File: config.mk
export PLATFORM = sky130hd
export DESIGN_NAME = hazard_scoreboard
export DESIGN_NICKNAME = d
export VERILOG_FILES = /design/src/rtl/isa_pkg.sv /design/src/rtl/md_sequencer.sv /design/src/rtl/hazard_scoreboard.sv
export SDC_FILE = /design/constraint.sdc
export NUM_CORES = 1
export LEC_CHECK = 0
export CORE_MARGIN = 8
export CORE_UTILIZATION = 30
export CTS_CLUSTER_DIAMETER = 100
export DETAILED_ROUTE_END_ITERATION = 8
export PLACE_DENSITY = 0.84
export SLEW_MARGIN = 0
export SYNTH_ARGS = -nofsm -noshare
export SYNTH_HDL_FRONTEND = slang
export SYNTH_SLANG_ARGS = --single-unit
File: constraint.sdc
create_clock -name clock -period 2.45 [get_ports clock]
set_clock_uncertainty 0.05 [all_clocks]
set_input_delay 0.49 -clock clock [delete_from_list [all_inputs] [get_ports clock]]
set_output_delay 0.49 -clock clock [all_outputs]
set_load 0.1 [all_outputs]
File: src/rtl/isa_pkg.sv
// Shared ISA view for the hazard unit: opcode constants, field slices and
// read/write-set decode helpers for the 5-stage pipeline.
package isa_pkg;

    localparam logic [4:0] OP_ALU  = 5'd0;
    localparam logic [4:0] OP_J    = 5'd1;
    localparam logic [4:0] OP_BNE  = 5'd2;
    localparam logic [4:0] OP_JAL  = 5'd3;
    localparam logic [4:0] OP_JR   = 5'd4;
    localparam logic [4:0] OP_ADDI = 5'd5;
    localparam logic [4:0] OP_BLT  = 5'd6;
    localparam logic [4:0] OP_SW   = 5'd7;
    localparam logic [4:0] OP_LW   = 5'd8;
    localparam logic [4:0] OP_SETX = 5'd21;
    localparam logic [4:0] OP_BEX  = 5'd22;

    localparam logic [4:0] ALUOP_MUL = 5'd6;
    localparam logic [4:0] ALUOP_DIV = 5'd7;

    localparam int OP_HI    = 31;
    localparam int OP_LO    = 27;
    localparam int RD_HI    = 26;
    localparam int RD_LO    = 22;
    localparam int RS_HI    = 21;
    localparam int RS_LO    = 17;
    localparam int RT_HI    = 16;
    localparam int RT_LO    = 12;
    localparam int ALUOP_HI = 6;
    localparam int ALUOP_LO = 2;

    localparam logic [4:0] REG_ZERO    = 5'd0;
    localparam logic [4:0] REG_RSTATUS = 5'd30;
    localparam logic [4:0] REG_RA      = 5'd31;

    localparam logic [1:0] FWD_RF = 2'b00;
    localparam logic [1:0] FWD_MW = 2'b01;
    localparam logic [1:0] FWD_XM = 2'b10;

    typedef enum logic [1:0] {
        MD_IDLE = 2'd0,
        MD_RUN  = 2'd1,
        MD_DONE = 2'd2
    } md_state_t;

    function automatic logic [4:0] f_op(input logic [31:0] ir);
        return ir[OP_HI:OP_LO];
    endfunction

    function automatic logic [4:0] f_rd(input logic [31:0] ir);
        return ir[RD_HI:RD_LO];
    endfunction

    function automatic logic [4:0] f_rs(input logic [31:0] ir);
        return ir[RS_HI:RS_LO];
    endfunction

    function automatic logic [4:0] f_rt(input logic [31:0] ir);
        return ir[RT_HI:RT_LO];
    endfunction

    // Destination register, or r0 when the instruction writes nothing.
    function automatic logic [4:0] dest_reg(input logic [31:0] ir);
        case (f_op(ir))
            OP_ALU, OP_ADDI, OP_LW: return f_rd(ir);
            OP_JAL:                 return REG_RA;
            OP_SETX:                return REG_RSTATUS;
            default:                return REG_ZERO;
        endcase
    endfunction

    function automatic logic [4:0] src_a(input logic [31:0] ir);
        case (f_op(ir))
            OP_ALU, OP_ADDI, OP_SW, OP_LW: return f_rs(ir);
            OP_BNE, OP_JR, OP_BLT:         return f_rd(ir);
            default:                       return REG_ZERO;
        endcase
    endfunction

    function automatic logic [4:0] src_b(input logic [31:0] ir);
        case (f_op(ir))
            OP_ALU:         return f_rt(ir);
            OP_SW:          return f_rd(ir);
            OP_BNE, OP_BLT: return f_rs(ir);
            default:        return REG_ZERO;
        endcase
    endfunction

    // bex reads rstatus implicitly, so it is not covered by the A/B operands.
    function automatic logic reads_reg(input logic [31:0] ir, input logic [4:0] r);
        if (r == REG_ZERO) return 1'b0;
        return (src_a(ir) == r) || (src_b(ir) == r) ||
               ((f_op(ir) == OP_BEX) && (r == REG_RSTATUS));
    endfunction

    function automatic logic is_muldiv(input logic [31:0] ir);
        return (f_op(ir) == OP_ALU) &&
               ((ir[ALUOP_HI:ALUOP_LO] == ALUOP_MUL) || (ir[ALUOP_HI:ALUOP_LO] == ALUOP_DIV));
    endfunction

    function automatic logic [1:0] fwd_select(input logic [4:0] src, input logic [4:0] xm_dst,
                                              input logic [4:0] mw_dst);
        if (src == REG_ZERO) return FWD_RF;
        if (src == xm_dst)   return FWD_XM;
        if (src == mw_dst)   return FWD_MW;
        return FWD_RF;
    endfunction

endpackage

File: src/rtl/md_sequencer.sv
// Mult/div sequencer: launches the unit, freezes the front of the pipe while it
// runs, and gives up with a sticky error if the unit never answers.
module md_sequencer
    import isa_pkg::*;
#(
    parameter int MD_TIMEOUT = 64,
    parameter int CNT_W      = 7
) (
    input  logic clock,
    input  logic reset,
    input  logic start_req,
    input  logic md_ready,
    output logic md_start,
    output logic md_busy,
    output logic md_error,
    output logic stall_all
);

    localparam logic [CNT_W-1:0] CNT_LAST = CNT_W'(MD_TIMEOUT - 1);

    md_state_t        state;
    md_state_t        state_nx;
    logic [CNT_W-1:0] cnt;
    logic             timeout;

    always_comb begin
        state_nx = state;
        timeout  = 1'b0;
        case (state)
            MD_IDLE: if (start_req) state_nx = MD_RUN;
            MD_RUN: begin
                if (md_ready) begin
                    state_nx = MD_DONE;
                end else if (cnt == CNT_LAST) begin
                    state_nx = MD_IDLE;
                    timeout  = 1'b1;
                end
            end
            MD_DONE: state_nx = MD_IDLE;
            default: state_nx = MD_IDLE;
        endcase
    end

    always_ff @(posedge clock) begin
        if (reset) begin
            state    <= MD_IDLE;
            cnt      <= '0;
            md_start <= 1'b0;
            md_error <= 1'b0;
        end else begin
            state    <= state_nx;
            md_start <= (state == MD_IDLE) && start_req;
            if (state == MD_IDLE) begin
                cnt <= '0;
            end else if (state == MD_RUN) begin
                cnt <= cnt + 1'b1;
            end
            if (timeout) md_error <= 1'b1;
        end
    end

    // DONE drops the freeze so the unit's result can latch into XM.
    assign md_busy   = (state == MD_RUN);
    assign stall_all = md_busy;

endmodule

File: src/rtl/hazard_scoreboard.sv
// Pipeline hazard unit: RAW stall detection, operand forwarding selects and
// the mult/div front-end freeze.
module hazard_scoreboard
    import isa_pkg::*;
#(
    parameter int FWD_EN     = 1,
    parameter int MD_TIMEOUT = 64,
    parameter int CNT_W      = 7
) (
    input  logic        clock,
    input  logic        reset,
    input  logic [31:0] fd_ir,
    input  logic [31:0] dx_ir,
    input  logic [31:0] xm_ir,
    input  logic [31:0] mw_ir,
    input  logic        md_ready,
    output logic        stall_fd,
    output logic        stall_all,
    output logic        md_start,
    output logic        md_busy,
    output logic        md_error,
    output logic [1:0]  fwd_a,
    output logic [1:0]  fwd_b,
    output logic        fwd_wm
);

    logic [4:0] dx_dst;
    logic [4:0] xm_dst;
    logic [4:0] mw_dst;
    logic       raw_stall;
    logic       unused_ir_bits;

    assign dx_dst = dest_reg(dx_ir);
    assign xm_dst = dest_reg(xm_ir);
    assign mw_dst = dest_reg(mw_ir);

    // Immediate/shamt bits never matter for hazards.
    assign unused_ir_bits = ^{fd_ir, dx_ir, xm_ir, mw_ir};

    always_comb begin
        fwd_a     = FWD_RF;
        fwd_b     = FWD_RF;
        fwd_wm    = 1'b0;
        raw_stall = 1'b0;
        if (FWD_EN != 0) begin
            fwd_a     = fwd_select(src_a(dx_ir), xm_dst, mw_dst);
            fwd_b     = fwd_select(src_b(dx_ir), xm_dst, mw_dst);
            fwd_wm    = (f_op(xm_ir) == OP_SW) && (mw_dst != REG_ZERO) && (mw_dst == f_rd(xm_ir));
            // Only a load's result is too late to forward into the next X stage.
            raw_stall = (f_op(dx_ir) == OP_LW) && reads_reg(fd_ir, f_rd(dx_ir));
        end else begin
            raw_stall = reads_reg(fd_ir, dx_dst) || reads_reg(fd_ir, xm_dst);
        end
        stall_fd = raw_stall && !stall_all;
    end

    md_sequencer #(
        .MD_TIMEOUT (MD_TIMEOUT),
        .CNT_W      (CNT_W)
    ) u_seq (
        .clock     (clock),
        .reset     (reset),
        .start_req (is_muldiv(dx_ir)),
        .md_ready  (md_ready),
        .md_start  (md_start),
        .md_busy   (md_busy),
        .md_error  (md_error),
        .stall_all (stall_all)
    );

endmodule

# Word-level counts from Yosys, hierarchy flattened
# Cells that the tools add are included.
# totals
elab_cells	113
out_inout_bits	10
regBits	11
input_bits	131
# op_classes
reduce_logical	30
add_sub_neg	1
muxes	42
n_eq_ne	36
# ops
op	count
$eq A5 B3 Y1 const B	13
$pmux W5 S3	4
$eq A5 B5 Y1	7
$logic_not A5 Y1	7
$mux W2	15
$eq A5 B2 Y1 const B	4
$eq A5 B4 Y1 const B	4
$eq A5 B5 Y1 const B	4
$pmux W5 S2	2
$mux W1	18
$reduce_or A3 Y1	4
$mux W5	2
$reduce_or A4 Y1	2
$add A7 B1 Y7 const B	1
$eq A7 B6 Y1 const B	1
$logic_and A1 B1 Y1	7
$reduce_or A2 Y1	3
$reduce_bool A5 Y1	1
$pmux W2 S2	1
$logic_or A1 B1 Y1	3
$ne A3 B2 Y1 const B	1
$eq A2 B1 Y1 const B	1
$logic_not A2 Y1	1
$ne A2 B1 Y1 const B	1
2 further kinds	2

# Logic depth before layout (Yosys ltp)
# depth
word_depth	11
mapped_depth	7
depth_no_buf	6

# Hierarchy
# From an unflattened synthesis, not the netlist that was laid out.
# unflattened
hier_cells	236
hier_area_um2	1737.9
# by_module_without_submodules
module	seq_area_each_um2	cells_per_inst	n_inst	area_per_inst_um2
hazard_scoreboard	0.0	186	1	1270.0
md_sequencer	220.2	50	1	467.9

# Least setup slack after synthesis
# OpenSTA, ideal clock, no wires.
# synth_path
path_kind	input to output
start	in xm_ir[29]
end	out fwd_a[0]
path_buffers	1
required_ps	1910
path_slack_ps	-4182
cell_stages	7
arrival_time_ps	6092
cell_sequence	clkbuf_1 and4bb_1 o21ai_0 o31ai_1 xnor2_1 nor3_1 a2111oi_0
# synth_between
elab_chain_len	9
elab_cells_between_ends	15
cone_classes	5 x eq/ne; 8 x mux; 2 x reduce/logical
# synth_lines
element	line	rtl
from (decl)	hazard_scoreboard.sv:14	input logic [31:0] xm_ir,
$eq A5 B3 Y1, or another cell as far along	isa_pkg.sv:63	case (f_op(ir))
$reduce_or A3 Y1	isa_pkg.sv:63	
$pmux W5 S3 *	isa_pkg.sv:63	
$eq A5 B5 Y1 *	isa_pkg.sv:103	if (src == xm_dst) return FWD_XM;
$mux W2	isa_pkg.sv:103	
$mux W2	isa_pkg.sv:104	if (src == mw_dst) return FWD_MW;
$mux W2	isa_pkg.sv:105	return FWD_RF;
$mux W2 *	isa_pkg.sv:104	
$mux W2 *	isa_pkg.sv:103	
to (decl)	hazard_scoreboard.sv:22	output logic [1:0] fwd_a,
# Mark *: on every way between the ends. The rest lies on a longest branch, timed or not. The select of a mux whose other input is x is not followed.

# Worst setup path in the final report
# layout_path
start	in fd_ir[29]
end	out stall_fd
# layout_between
elab_chain_len	10
elab_cells_between_ends	23
cone_classes	9 x eq/ne; 5 x mux; 9 x reduce/logical
# layout_lines
element	line	rtl
from (decl)	hazard_scoreboard.sv:12	input logic [31:0] fd_ir,
$eq A5 B3 Y1, or another cell as far along	isa_pkg.sv:72, isa_pkg.sv:80	
$reduce_or A4 Y1, or another cell as far along	isa_pkg.sv:72	case (f_op(ir))
$pmux W5 S2 or $pmux W5 S3 (tied branches)	isa_pkg.sv:72, isa_pkg.sv:80	
$mux W5	isa_pkg.sv:91	return (src_a(ir) == r) || (src_b(ir) == r) ||
$eq A5 B5 Y1	isa_pkg.sv:91	
$logic_or A1 B1 Y1	isa_pkg.sv:91	
$logic_or A1 B1 Y1 *	isa_pkg.sv:91	
$mux W1 *	isa_pkg.sv:91	
$logic_and A1 B1 Y1 *	hazard_scoreboard.sv:50	raw_stall = (f_op(dx_ir) == OP_LW) && reads_reg(fd_ir, f_rd(dx_ir));
$logic_and A1 B1 Y1 *	hazard_scoreboard.sv:54	stall_fd = raw_stall && !stall_all;
to (decl)	hazard_scoreboard.sv:17	output logic stall_fd,
# Marks and branches as above.

==> metrics <==
outcome=complete, but fails checks; failing checks=negative setup slack; Crit Path Category=input pin to output port; Total GRT Usage=16.5%; Worst EP required=1.91 ns; Internal Power=0.000579 W; RSZ-0062 raised after global routing=yes; Die H=90.9 µm; area leader, netlist=dfxtp_1; setup_tns=-2.08 ns; mux share of post-synthesis cell area=0%; Post-synth ARST share=0%; syn_area_per_cell=7.45 µm²; Post-Synth XOR/XNOR Area=16.6%; count of final max-slew check failures=0; synth unique cells=55; Startpoint Class=input pin; total grt overflow=0; Synth Warn #=0; CTS H-tree depth=1; # setup viols final=6; Pwr per Cell Area=261 nW/µm²; Clk pin slew, worst setup/hold paths=0.05 ns; ranking of synthesized cells by area=dfxtp_1, xor2_1, a21oi_1; Peak Freq=337 MHz; Comb pwr share=61.0%; # rows=27; DRT Pass-1 Iters=4; starting density of the core=30.8%; Final Cycle Share=121%; Clock Latency Late Sink=0.23 ns; Crit path arrival time=2.43 ns; peak supply drop=0.000346 V; largest net degree at the start of global routing=12; Vias=2355; #FFs+latches synth=11; DIE WIDTH=90.9 µm; post-synthesis compound-gate area fraction=31.1%; sequential share of the synthesized area=13.1%; clock power share=19.4%; switching fraction of total power=36.7%; Hold Vio Cnt, Final=0; sequential share of power=19.6%; hpwl dp=5380 µm; fin util=64.0%; Total Power=0.000915 W; vias in the first global route=2484; post-synth top area share=13.1%; clock tree from TritonCTS=yes; final wirelength=7130 µm; num ports=141; Bufs on Longest Clock Path=2; post-synthesis adder-cell area fraction=0.743%; Iter 0 DRT Violations=169; P&R area growth vs syn=108%; worst min-delay path class=register to register; clk sinks=11; Hold Slack=0.431 ns; drt drc=0; Via density=5.40; Root Driver=clkbuf_8; number of flops mapped to enable cells by yosys=0; dominant synthesized flop cell=dfxtp_1; share of layout cells above drive strength 1=44.4%; largest fanout on the critical path=6; # fillers=448; maxcap violations=0; Sw Pwr=0.000336 W; nets@finish=496; Syn Inst Count=226; CP Capture Type=output port; Num CTS Buffers=3; Hold Buf Count CTS=0; Synth Cell Area=1680 µm²; GPL Wtd Cong=0.883; largest family of logic cells by synthesized area=simple AND/OR/NAND/NOR gates; Setup WS pre-CTS=-1.05 ns; slew margin rel.=66.2%; CORE AREA=5470 µm²; Tightest Pin Transition=0.506 ns; Tmin final=2.97 ns; die area=8270 µm²; Simple-Gate Fraction of Synth Area=34.8%; antenna violations before repair=1; post-route antenna net violation count=0; first-pass GRT wire length=11800 µm; routed length per instance=16.4 µm; Final WS setup=-0.519 ns; IO buf count=76; Mapped Nets=358; P_leak=1.42 nW
[layer usage]
metal  vias up  share of wire, %  wire length, µm  global-route usage, %
met5         -                 0                0                      0
met4         0               2.0              144                   4.23
met3        16               7.3              518                   3.66
met2        85                50             3580                   30.2
met1      1103                40             2890                   18.7
li1       1151                 -                -                      -
[power by group through the flow]
| stage | combinational (W) | sequential [W] | clock, W |
|---|---|---|---|
| final | 0.000558 | 0.000180 | 0.000177 |
| after floorplan | 0.000241 | 0.000183 | 0 |
| after global placement | 0.000480 | 0.000183 | 0 |
| after CTS | 0.000530 | 0.000179 | 0.000185 |
| after global routing | 0.000589 | 0.000179 | 0.000187 |
| after detailed placement | 0.000490 | 0.000183 | 0 |
[registers in the layout, summed over array words and instances (netlist names)]
register,cells
u_seq.cnt,7
u_seq.state,2
u_seq.md_error,1
u_seq.md_start,1
[area by class of cell]
| cell class | count | area, µm² | area share (%) |
|---|---|---|---|
| flip-flops and latches | 11 | 220 | 6.29 |
| well taps | 72 | 90.1 | 2.57 |
| inverters | 3 | 11.3 | 0.321 |
| multi-input cells | 201 | 1780 | 50.7 |
| repair buffers | 144 | 1360 | 38.8 |
| diodes | 1 | 2.50 | 0.0714 |
| clock buffers | 4 | 45.0 | 1.29 |
[cells by family after synthesis]
family                   count (synthesis)
flip-flops                              11
XOR/XNOR                                32
AND/OR/NAND/NOR                         97
adder cells (fa/ha/maj)                  1
AO/OA/AOI/OAI                           71
buffers and inverters                   14
[per-stage QoR]
| stage | instances | area (µm²) |
|---|---|---|
| global placement | 413 | 3070 |
| finish | 436 | 3500 |
| global route | 436 | 3500 |
| detailed placement | 413 | 3070 |
| CTS | 429 | 3380 |
| floorplan | 226 | 1830 |
[synthesized netlist by cell type (all sizes together), types with 3 or more instances]
master / count
a21oi: 16
a221o: 7
a22o: 3
a22oi: 3
a32o: 4
a32oi: 4
and2: 7
and3: 4
and3b: 4
buf: 5
clkbuf: 6
dfxtp: 11
inv: 3
nand2: 9
nand3: 9
nand3b: 3
nand4: 7
nor2: 21
nor3: 8
nor4: 6
nor4bb: 4
o21ai: 14
o31a: 5
o31ai: 3
xnor2: 9
xor2: 23
[critical path, stage by stage]
cell and delay (ns):
buf_6 0.10, buf_6 0.12, nor4bb_4 0.14, or2_4 0.27, a221o_1 0.34, a311oi_2 0.26
a31oi_2 0.17, a221oi_4 0.32, buf_12 0.21
[path summary, 6_finish.rpt]
path	end	slack (ns)	depth (start not counted)	from
hold reg to reg	u_seq.md_error	0.43	2	u_seq.md_error
setup / recovery	stall_fd	-0.52	9	fd_ir[29]
setup reg to reg	u_seq.cnt[5]	0.82	5	u_seq.state[1]
hold / removal	u_seq.md_error	0.43	2	u_seq.md_error
[layout by cell type (no fill, tap or decap), types with 3 or more instances in the layout]
cell and n:
dfxtp_1 11, nand2_1 9, a221o_1 5, o21ai_1 6
nand3b_1 3, nor4_4 4, nor4bb_4 3, buf_4 61
o21ai_0 7, a21oi_1 14, dlygate4sd2_1 16, nor2_1 15
and2_1 5, and3b_2 3, a32oi_2 3, buf_8 4
clkbuf_8 3, xnor2_1 9, buf_12 9, a32o_1 3
clkdlybuf4s50_1 30, o31a_1 5, nor3_1 5, xor2_1 20
nor2_2 5, nand4_1 7, buf_2 8, buf_6 14
xor2_2 3, nand3_1 8, inv_1 3
[timing repair]
action,in CTS,in global routing
hold endpoints to repair,0,0
gates resized for setup,156,20
buffers inserted,13,6
pin swaps,56,30
endpoints found under the setup margin,6,6
Power figures use the tool's default switching activity.
